## config.mk

```make
export PLATFORM = sky130hd
export DESIGN_NAME = ifsram_w
export DESIGN_NICKNAME = d
export VERILOG_FILES = /design/src/rtl/ifsram_pkg.sv /design/src/rtl/ifsram_w_addr_gen.sv /design/src/rtl/ifsram_w.sv
export SDC_FILE = /design/constraint.sdc
export NUM_CORES = 1
export LEC_CHECK = 0
export ABC_AREA = 1
export CAP_MARGIN = 40
export CORE_UTILIZATION = 30
export CTS_BUF_LIST = sky130_fd_sc_hd__clkbuf_4 sky130_fd_sc_hd__clkbuf_8
export CTS_CLUSTER_SIZE = 16
export DETAILED_ROUTE_END_ITERATION = 6
export GPL_TIMING_DRIVEN = 0
export PLACE_DENSITY = 0.56
export SYNTH_ARGS = -nofsm -noshare
export SYNTH_HDL_FRONTEND = slang
export SYNTH_SLANG_ARGS = --single-unit
```

## constraint.sdc

```tcl
create_clock -name clk -period 4 [get_ports clk]
set_input_delay 0.4 -clock clk [delete_from_list [all_inputs] [get_ports clk]]
set_output_delay 0.4 -clock clk [all_outputs]
set_load 0.01 [all_outputs]
```

## src/rtl/ifsram_pkg.sv

```systemverilog
// Shared definitions for the ifsram write/read stages: widths, FSM encodings,
// row-state codes and the row-size helper.
package ifsram_pkg;

   localparam int TBITS         = 64;
   localparam int TBYTE         = TBITS / 8;
   localparam int ADDR_W        = 11;
   localparam int NUM_ROW_SLOTS = 3;

   typedef enum logic [1:0] {
      IW_IDLE  = 2'd0,
      IW_WRITE = 2'd1,
      IW_DONE  = 2'd2
   } iw_state_e;

   typedef enum logic [2:0] {
      UP_PADDING   = 3'd0,
      THREEROW     = 3'd1,
      TWOROW       = 3'd2,
      ONEROW       = 3'd3,
      DOWN_PADDING = 3'd4
   } row_state_e;

   // Words occupied by one feature row: W windows * 3 columns * C channel words.
   function automatic logic [ADDR_W-1:0] row_words(input logic [3:0] w, input logic [4:0] c);
      return ADDR_W'(w) * ADDR_W'(c) * ADDR_W'(3);
   endfunction

endpackage

```

## src/rtl/ifsram_w_addr_gen.sv

```systemverilog
// Address generator for the ifsram write stage: ch/col/win/row counter chain,
// circular row-slot selection and the per-row base address register.
module ifsram_w_addr_gen
   import ifsram_pkg::*;
(
   input  logic              clk,
   input  logic              reset,
   input  logic              init,
   input  logic              step,
   input  logic [3:0]        cfg_window,
   input  logic [4:0]        cfg_atlchin,
   input  logic [1:0]        cfg_row_cnt,
   input  logic [1:0]        cfg_start_slot,
   output logic [ADDR_W-1:0] addr,
   output logic              last
);

   logic [3:0]        ch_q, ch_d, win_q, win_d;
   logic [3:0]        c_max_q, c_max_d, w_max_q, w_max_d;
   logic [1:0]        col_q, col_d, row_q, row_d;
   logic [1:0]        r_max_q, r_max_d, slot_q, slot_d;
   logic [ADDR_W-1:0] off_q, off_d, base_q, base_d, words_q, words_d;
   logic [ADDR_W-1:0] init_words;
   logic              ch_end, col_end, win_end, row_end;

   assign init_words = row_words(cfg_window, cfg_atlchin);
   assign ch_end     = (ch_q == c_max_q);
   assign col_end    = (col_q == 2'd2);
   assign win_end    = (win_q == w_max_q);
   assign row_end    = (row_q == r_max_q);
   assign last       = ch_end & col_end & win_end & row_end;
   assign addr       = base_q + off_q;

   // NOTE: every next-state variable gets its hold value first, so no path can infer a latch.
   always_comb begin
      ch_d    = ch_q;
      col_d   = col_q;
      win_d   = win_q;
      row_d   = row_q;
      off_d   = off_q;
      slot_d  = slot_q;
      base_d  = base_q;
      words_d = words_q;
      c_max_d = c_max_q;
      w_max_d = w_max_q;
      r_max_d = r_max_q;
      if (init) begin
         ch_d    = '0;
         col_d   = '0;
         win_d   = '0;
         row_d   = '0;
         off_d   = '0;
         c_max_d = 4'(cfg_atlchin - 5'd1);
         w_max_d = cfg_window - 4'd1;
         r_max_d = cfg_row_cnt - 2'd1;
         slot_d  = cfg_start_slot;
         words_d = init_words;
         base_d  = ADDR_W'(cfg_start_slot) * init_words;
      end else if (step) begin
         ch_d  = ch_end ? '0 : ch_q + 4'd1;
         off_d = off_q + ADDR_W'(1);
         if (ch_end) begin
            col_d = col_end ? '0 : col_q + 2'd1;
            if (col_end) begin
               win_d = win_end ? '0 : win_q + 4'd1;
               if (win_end) begin
                  // Row finished: restart the row offset and move to the next circular slot.
                  row_d = row_q + 2'd1;
                  off_d = '0;
                  if (slot_q == 2'(NUM_ROW_SLOTS - 1)) begin
                     slot_d = '0;
                     base_d = '0;
                  end else begin
                     slot_d = slot_q + 2'd1;
                     base_d = base_q + words_q;
                  end
               end
            end
         end
      end
   end

   // NOTE: sequential state uses non-blocking assignments so all registers update together.
   always_ff @(posedge clk or posedge reset) begin
      if (reset) begin
         ch_q    <= '0;
         col_q   <= '0;
         win_q   <= '0;
         row_q   <= '0;
         off_q   <= '0;
         slot_q  <= '0;
         base_q  <= '0;
         words_q <= '0;
         c_max_q <= '0;
         w_max_q <= '0;
         r_max_q <= '0;
      end else begin
         ch_q    <= ch_d;
         col_q   <= col_d;
         win_q   <= win_d;
         row_q   <= row_d;
         off_q   <= off_d;
         slot_q  <= slot_d;
         base_q  <= base_d;
         words_q <= words_d;
         c_max_q <= c_max_d;
         w_max_q <= w_max_d;
         r_max_q <= r_max_d;
      end
   end

endmodule

```

## src/rtl/ifsram_w.sv

```systemverilog
// ifsram write stage: streams 1..3 feature rows into the 3-row circular ifsram.
// Optional IFSRAM_W_PERF_EN adds the stall_cnt performance counter output.
module ifsram_w
   import ifsram_pkg::*;
(
   input  logic              clk,
   input  logic              reset,
   input  logic              if_write_start,
   output logic              if_write_busy,
   output logic              if_write_done,
   input  logic [3:0]        cfg_window,
   input  logic [4:0]        cfg_atlchin,
   input  logic [1:0]        cfg_row_cnt,
   input  logic [1:0]        cfg_start_slot,
   input  logic [TBITS-1:0]  s_data,
   input  logic              s_valid,
   output logic              s_ready,
   output logic              cen_writes_ifsram,
   output logic              wen_ifsram,
   output logic [ADDR_W-1:0] addr_write_ifsram,
   output logic [TBITS-1:0]  data_write_ifsram
`ifdef IFSRAM_W_PERF_EN
   ,
   output logic [15:0]       stall_cnt
`endif
);

   iw_state_e         state_q, state_d;
   logic              init, accept, gen_last;
   logic [ADDR_W-1:0] gen_addr;
   logic              done_q, cen_q, wen_q;
   logic [ADDR_W-1:0] addr_q;
   logic [TBITS-1:0]  data_q;

   assign init          = (state_q == IW_IDLE) && if_write_start;
   assign s_ready       = (state_q == IW_WRITE);
   assign accept        = s_valid && s_ready;
   assign if_write_busy = (state_q != IW_IDLE);

   always_comb begin
      state_d = state_q;
      unique case (state_q)
         IW_IDLE:  if (if_write_start) state_d = (cfg_row_cnt != 2'd0) ? IW_WRITE : IW_DONE;
         IW_WRITE: if (accept && gen_last) state_d = IW_DONE;
         IW_DONE:  state_d = IW_IDLE;
         default:  state_d = IW_IDLE;
      endcase
   end

   always_ff @(posedge clk or posedge reset) begin
      if (reset) state_q <= IW_IDLE;
      else       state_q <= state_d;
   end

   ifsram_w_addr_gen u_addr_gen (
      .clk            (clk),
      .reset          (reset),
      .init           (init),
      .step           (accept),
      .cfg_window     (cfg_window),
      .cfg_atlchin    (cfg_atlchin),
      .cfg_row_cnt    (cfg_row_cnt),
      .cfg_start_slot (cfg_start_slot),
      .addr           (gen_addr),
      .last           (gen_last)
   );

   // SRAM port is fully registered: an accepted beat appears exactly one cycle later.
   always_ff @(posedge clk or posedge reset) begin
      if (reset) begin
         done_q <= 1'b0;
         cen_q  <= 1'b1;
         wen_q  <= 1'b1;
         addr_q <= '0;
         data_q <= '0;
      end else begin
         done_q <= (state_q == IW_DONE);
         cen_q  <= ~accept;
         wen_q  <= ~accept;
         addr_q <= accept ? gen_addr : '0;
         data_q <= accept ? s_data : '0;
      end
   end

   assign if_write_done     = done_q;
   assign cen_writes_ifsram = cen_q;
   assign wen_ifsram        = wen_q;
   assign addr_write_ifsram = addr_q;
   assign data_write_ifsram = data_q;

`ifdef IFSRAM_W_PERF_EN
   logic [15:0] stall_q, stall_d;

   always_comb begin
      stall_d = stall_q;
      if (init)
         stall_d = '0;
      else if ((state_q == IW_WRITE) && !s_valid && (stall_q != 16'hFFFF))
         stall_d = stall_q + 16'd1;
   end

   always_ff @(posedge clk or posedge reset) begin
      if (reset) stall_q <= '0;
      else       stall_q <= stall_d;
   end

   assign stall_cnt = stall_q;
`endif

endmodule

```

==> flow_summary.toml <==
[status]
status = "finished, violations left"
violations = "setup timing"

[drt]
dr.pass1.iters = 7
drtIter0Drc = 450
routed_wl_um = 20360
routedWlPerCell_um = 13.39
antenna_left = 0
vias = 6846
via_per_inst = 4.501
drc = 0

[worst_setup_path]
reg2reg_from = "u_addr_gen.base_q[0]"
r2r_cells = 11
critPathLaunchType = "primary input"
crit_arrival_ns = 4.83
slowest_stage = "fa_1"
cp_max_fo = 4
r2r_end = "addr_write_ifsram[8]"
crit_type = "in2reg"
r2r_slack_ns = 1.67
slowest_delay_ns = 0.53
cpMostUsedCell = "inv_2"
required_ns = 4.34
worst_setup_path_end_kind = "flip-flop"

[place]
dpl_worst_slack_ns = -1.725
portBuffers = 159
place_congestion = 0.8276
hpwlAfterDp_um = 15510

[yosys]
synth_top_area_share_pct = 43.52
ys_ff_latch = 136
yosys-top-cells-area = "dfrtp_1 44%, ha_1 9.3%, nand2_1 8.6%"
syn-num-nets = 1106
ys.flop_type = "dfrtp_1"
synthArstFlopShare_pct = 100.0
avgSynthCellArea_um2 = 8.111
syn_area_um2 = 7762
synth_top_cell_by_area = "dfrtp_1"
yosysSeqAreaShare_pct = 43.86
synth_cell_type_count = 43
ys_warn_count = 0
syn_inst = 957
synth_edf_count = 0

[die]
initial_utilization_pct = 30.74
die_h_um = 162.9
fp-row-count = 58
pin_count = 161
die_w_um = 162.9
die_area_um2 = 26520
coreArea_um2 = 25250

[timing]
max_slew_margin_pct = 51.94
finalCritPeriodShare_pct = 112.4
clock_skew_ns = 0.01027
finalHoldViolations = 0
slew_violations = 0
worstMarginPinSlew_ns = 0.7194
period_minus_slack_ns = 4.495
setup_viol = 6
setup_slack_ns = -0.4947
rsz0062_at_grt = "yes"
fmax_mhz = 222.5

[clock_network]
clk_path_buf_depth = 2
path_clk_slew_ns = 0.09
cts_buffers = 17
cts_root_buffer = "clkbuf_8"
h-tree-depth = 4
clock_latency_ns = 0.45
postCtsHoldBufs = 0
cts_tree = "built"
clock-sinks = 136

[cells_and_area]
register_area_um2 = 3405
syn_to_final_growth_pct = 42.20
drive_gt1_share_pct = 15.28
fillCellCount = 2542
post-route-util_pct = 43.71
diodes = 0
multi_input_area_um2 = 3988
final_nets = 1327

[pwr]
vdd_drop_max_v = 0.0002590
p_leak_uw = 0.005605
power-per-cell-area_nw_per_um2 = 638.0
total_power_uw = 7042

[hold_path]
hold_class = "in2reg"
hold_depth = 2
hold_start = "cfg_atlchin[0]"
hold-path-endpoint = "u_addr_gen.c_max_q[0]"

[flow_run]
maxCapViolations = 0

[global_routing]
grt_pass1_vias = 6635
grt_pass1_wl_um = 33350
grt_max_degree = 39
antenna_found_initial = 0
track_usage_pct = 15.94
grt-ovfl-total = 0
[report_power, final]
group	switching, uW	internal, uW
clock network	594	650
registers	273	1750
logic	1980	1800
total	2840	4200
[layer usage]
metal / share of wire (%) / routed length (um) / track usage [%] / up-vias
li1: - / - / - / 3447
met1: 45 / 9197 / 19.90 / 3218
met2: 49 / 9891 / 28.10 / 167
met3: 5.5 / 1110 / 3.107 / 14
met4: 0.81 / 164 / 3.738 / 0
met5: 0 / 0 / 0 / -
[registers in the layout, summed over array words and instances (netlist names)]
signal and flops:
data_write_ifsram 64, addr_write_ifsram 11, u_addr_gen.base_q 11, u_addr_gen.off_q 11, u_addr_gen.words_q 11, u_addr_gen.c_max_q 4, u_addr_gen.ch_q 4, u_addr_gen.w_max_q 4
u_addr_gen.win_q 4, state_q 2, u_addr_gen.col_q 2, u_addr_gen.r_max_q 2, u_addr_gen.row_q 2, u_addr_gen.slot_q 2, if_write_done 1, wen_ifsram 1
[worst max-delay path, delay by kind of cell]
family | cells | cell delay [ns]
compound gates | 8 | 0.92
xor+xnor | 2 | 0.46
fa+ha+maj | 5 | 1.87
buf+inv | 7 | 0.52
simple gates | 7 | 0.67
[worst max path at each step]
| stage | startpoint | end | cells past startpoint |
|---|---|---|---|
| final | cfg_window[2] | u_addr_gen.base_q[9] | 29 |
| after global routing | cfg_window[2] | u_addr_gen.base_q[9] | 29 |
| after CTS | cfg_window[2] | u_addr_gen.base_q[10] | 35 |
| after detailed placement | cfg_atlchin[0] | u_addr_gen.base_q[10] | 27 |
| after global placement | cfg_atlchin[0] | u_addr_gen.base_q[9] | 27 |
| after floorplan | cfg_window[2] | u_addr_gen.base_q[9] | 29 |
[synthesized netlist by cell type, drive strengths merged (2+ instances only)]
cell	instances
nand2	183
inv	177
dfrtp	135
nor2	130
a21oi	64
ha	58
o21ai	57
nand3	41
xor2	24
buf	10
clkbuf	10
fa	10
xnor2	10
a31oi	7
nand4	6
nor3	6
o22ai	6
or2	4
a21o	3
o21bai	3
o2111ai	2
o21a	2
[cell families (layout without fill, tap and decap cells)]
family,after synthesis,count (layout),synth area share [%]
and+or+nand+nor,371,371,19.70
adders and majority gates,68,68,11.93
xor gates and xnor gates,34,34,3.836
AOI/OAI and AO/OA,151,151,10.80
buffers and inverters,197,431,9.881
DFF,136,136,43.86
[final cells by class]
type / count / share of cell area (%)
Buffer: 20 / 1.077
Clock buffer: 18 / 2.244
Clock inverter: 14 / 1.689
Inverter: 177 / 6.098
Multi-Input combinational cell: 624 / 36.13
Sequential cell: 136 / 30.84
Tap cell: 330 / 3.741
Timing Repair Buffer: 202 / 18.18
[placed cells by master, fill, tap and decap left out, drive strengths merged, types with 2 or more instances in the layout]
master	count
xnor2	10
inv	182
clkbuf	28
o22ai	6
o2111ai	2
nand2	183
nor3	6
dfrtp	135
buf	59
xor2	24
fa	10
or2	4
o21bai	3
ha	58
dlygate4sd2	2
a21oi	64
nand3	41
clkinv	3
o21a	2
o21ai	57
a31oi	7
bufinv	3
clkinvlp	3
nor2	130
a21o	3
nand4	6
clkdlybuf4s50	151
[per-stage QoR]
step	hold WS (ns)	instance area [um2]	TNS [ns]	std cells
6_report	0.1827	11040	-1.519	1521
5_1_grt	0.1880	11040	-2.871	1521
4_1_cts	0.1431	10860	-1.461	1517
3_5_place_dp	0.4765	9985	-12.51	1449
3_3_place_gp	0.4755	9925	-12.33	1446
2_1_floorplan	0.4553	7920	-2.083	957
[repair_timing]
item / CTS / global route
resized for setup: 80 / 39
pin swaps: 41 / 34
setup buffers: 36 / 5
endpoints found under the setup margin: 10 / 8
Power figures use the tool's default switching activity.
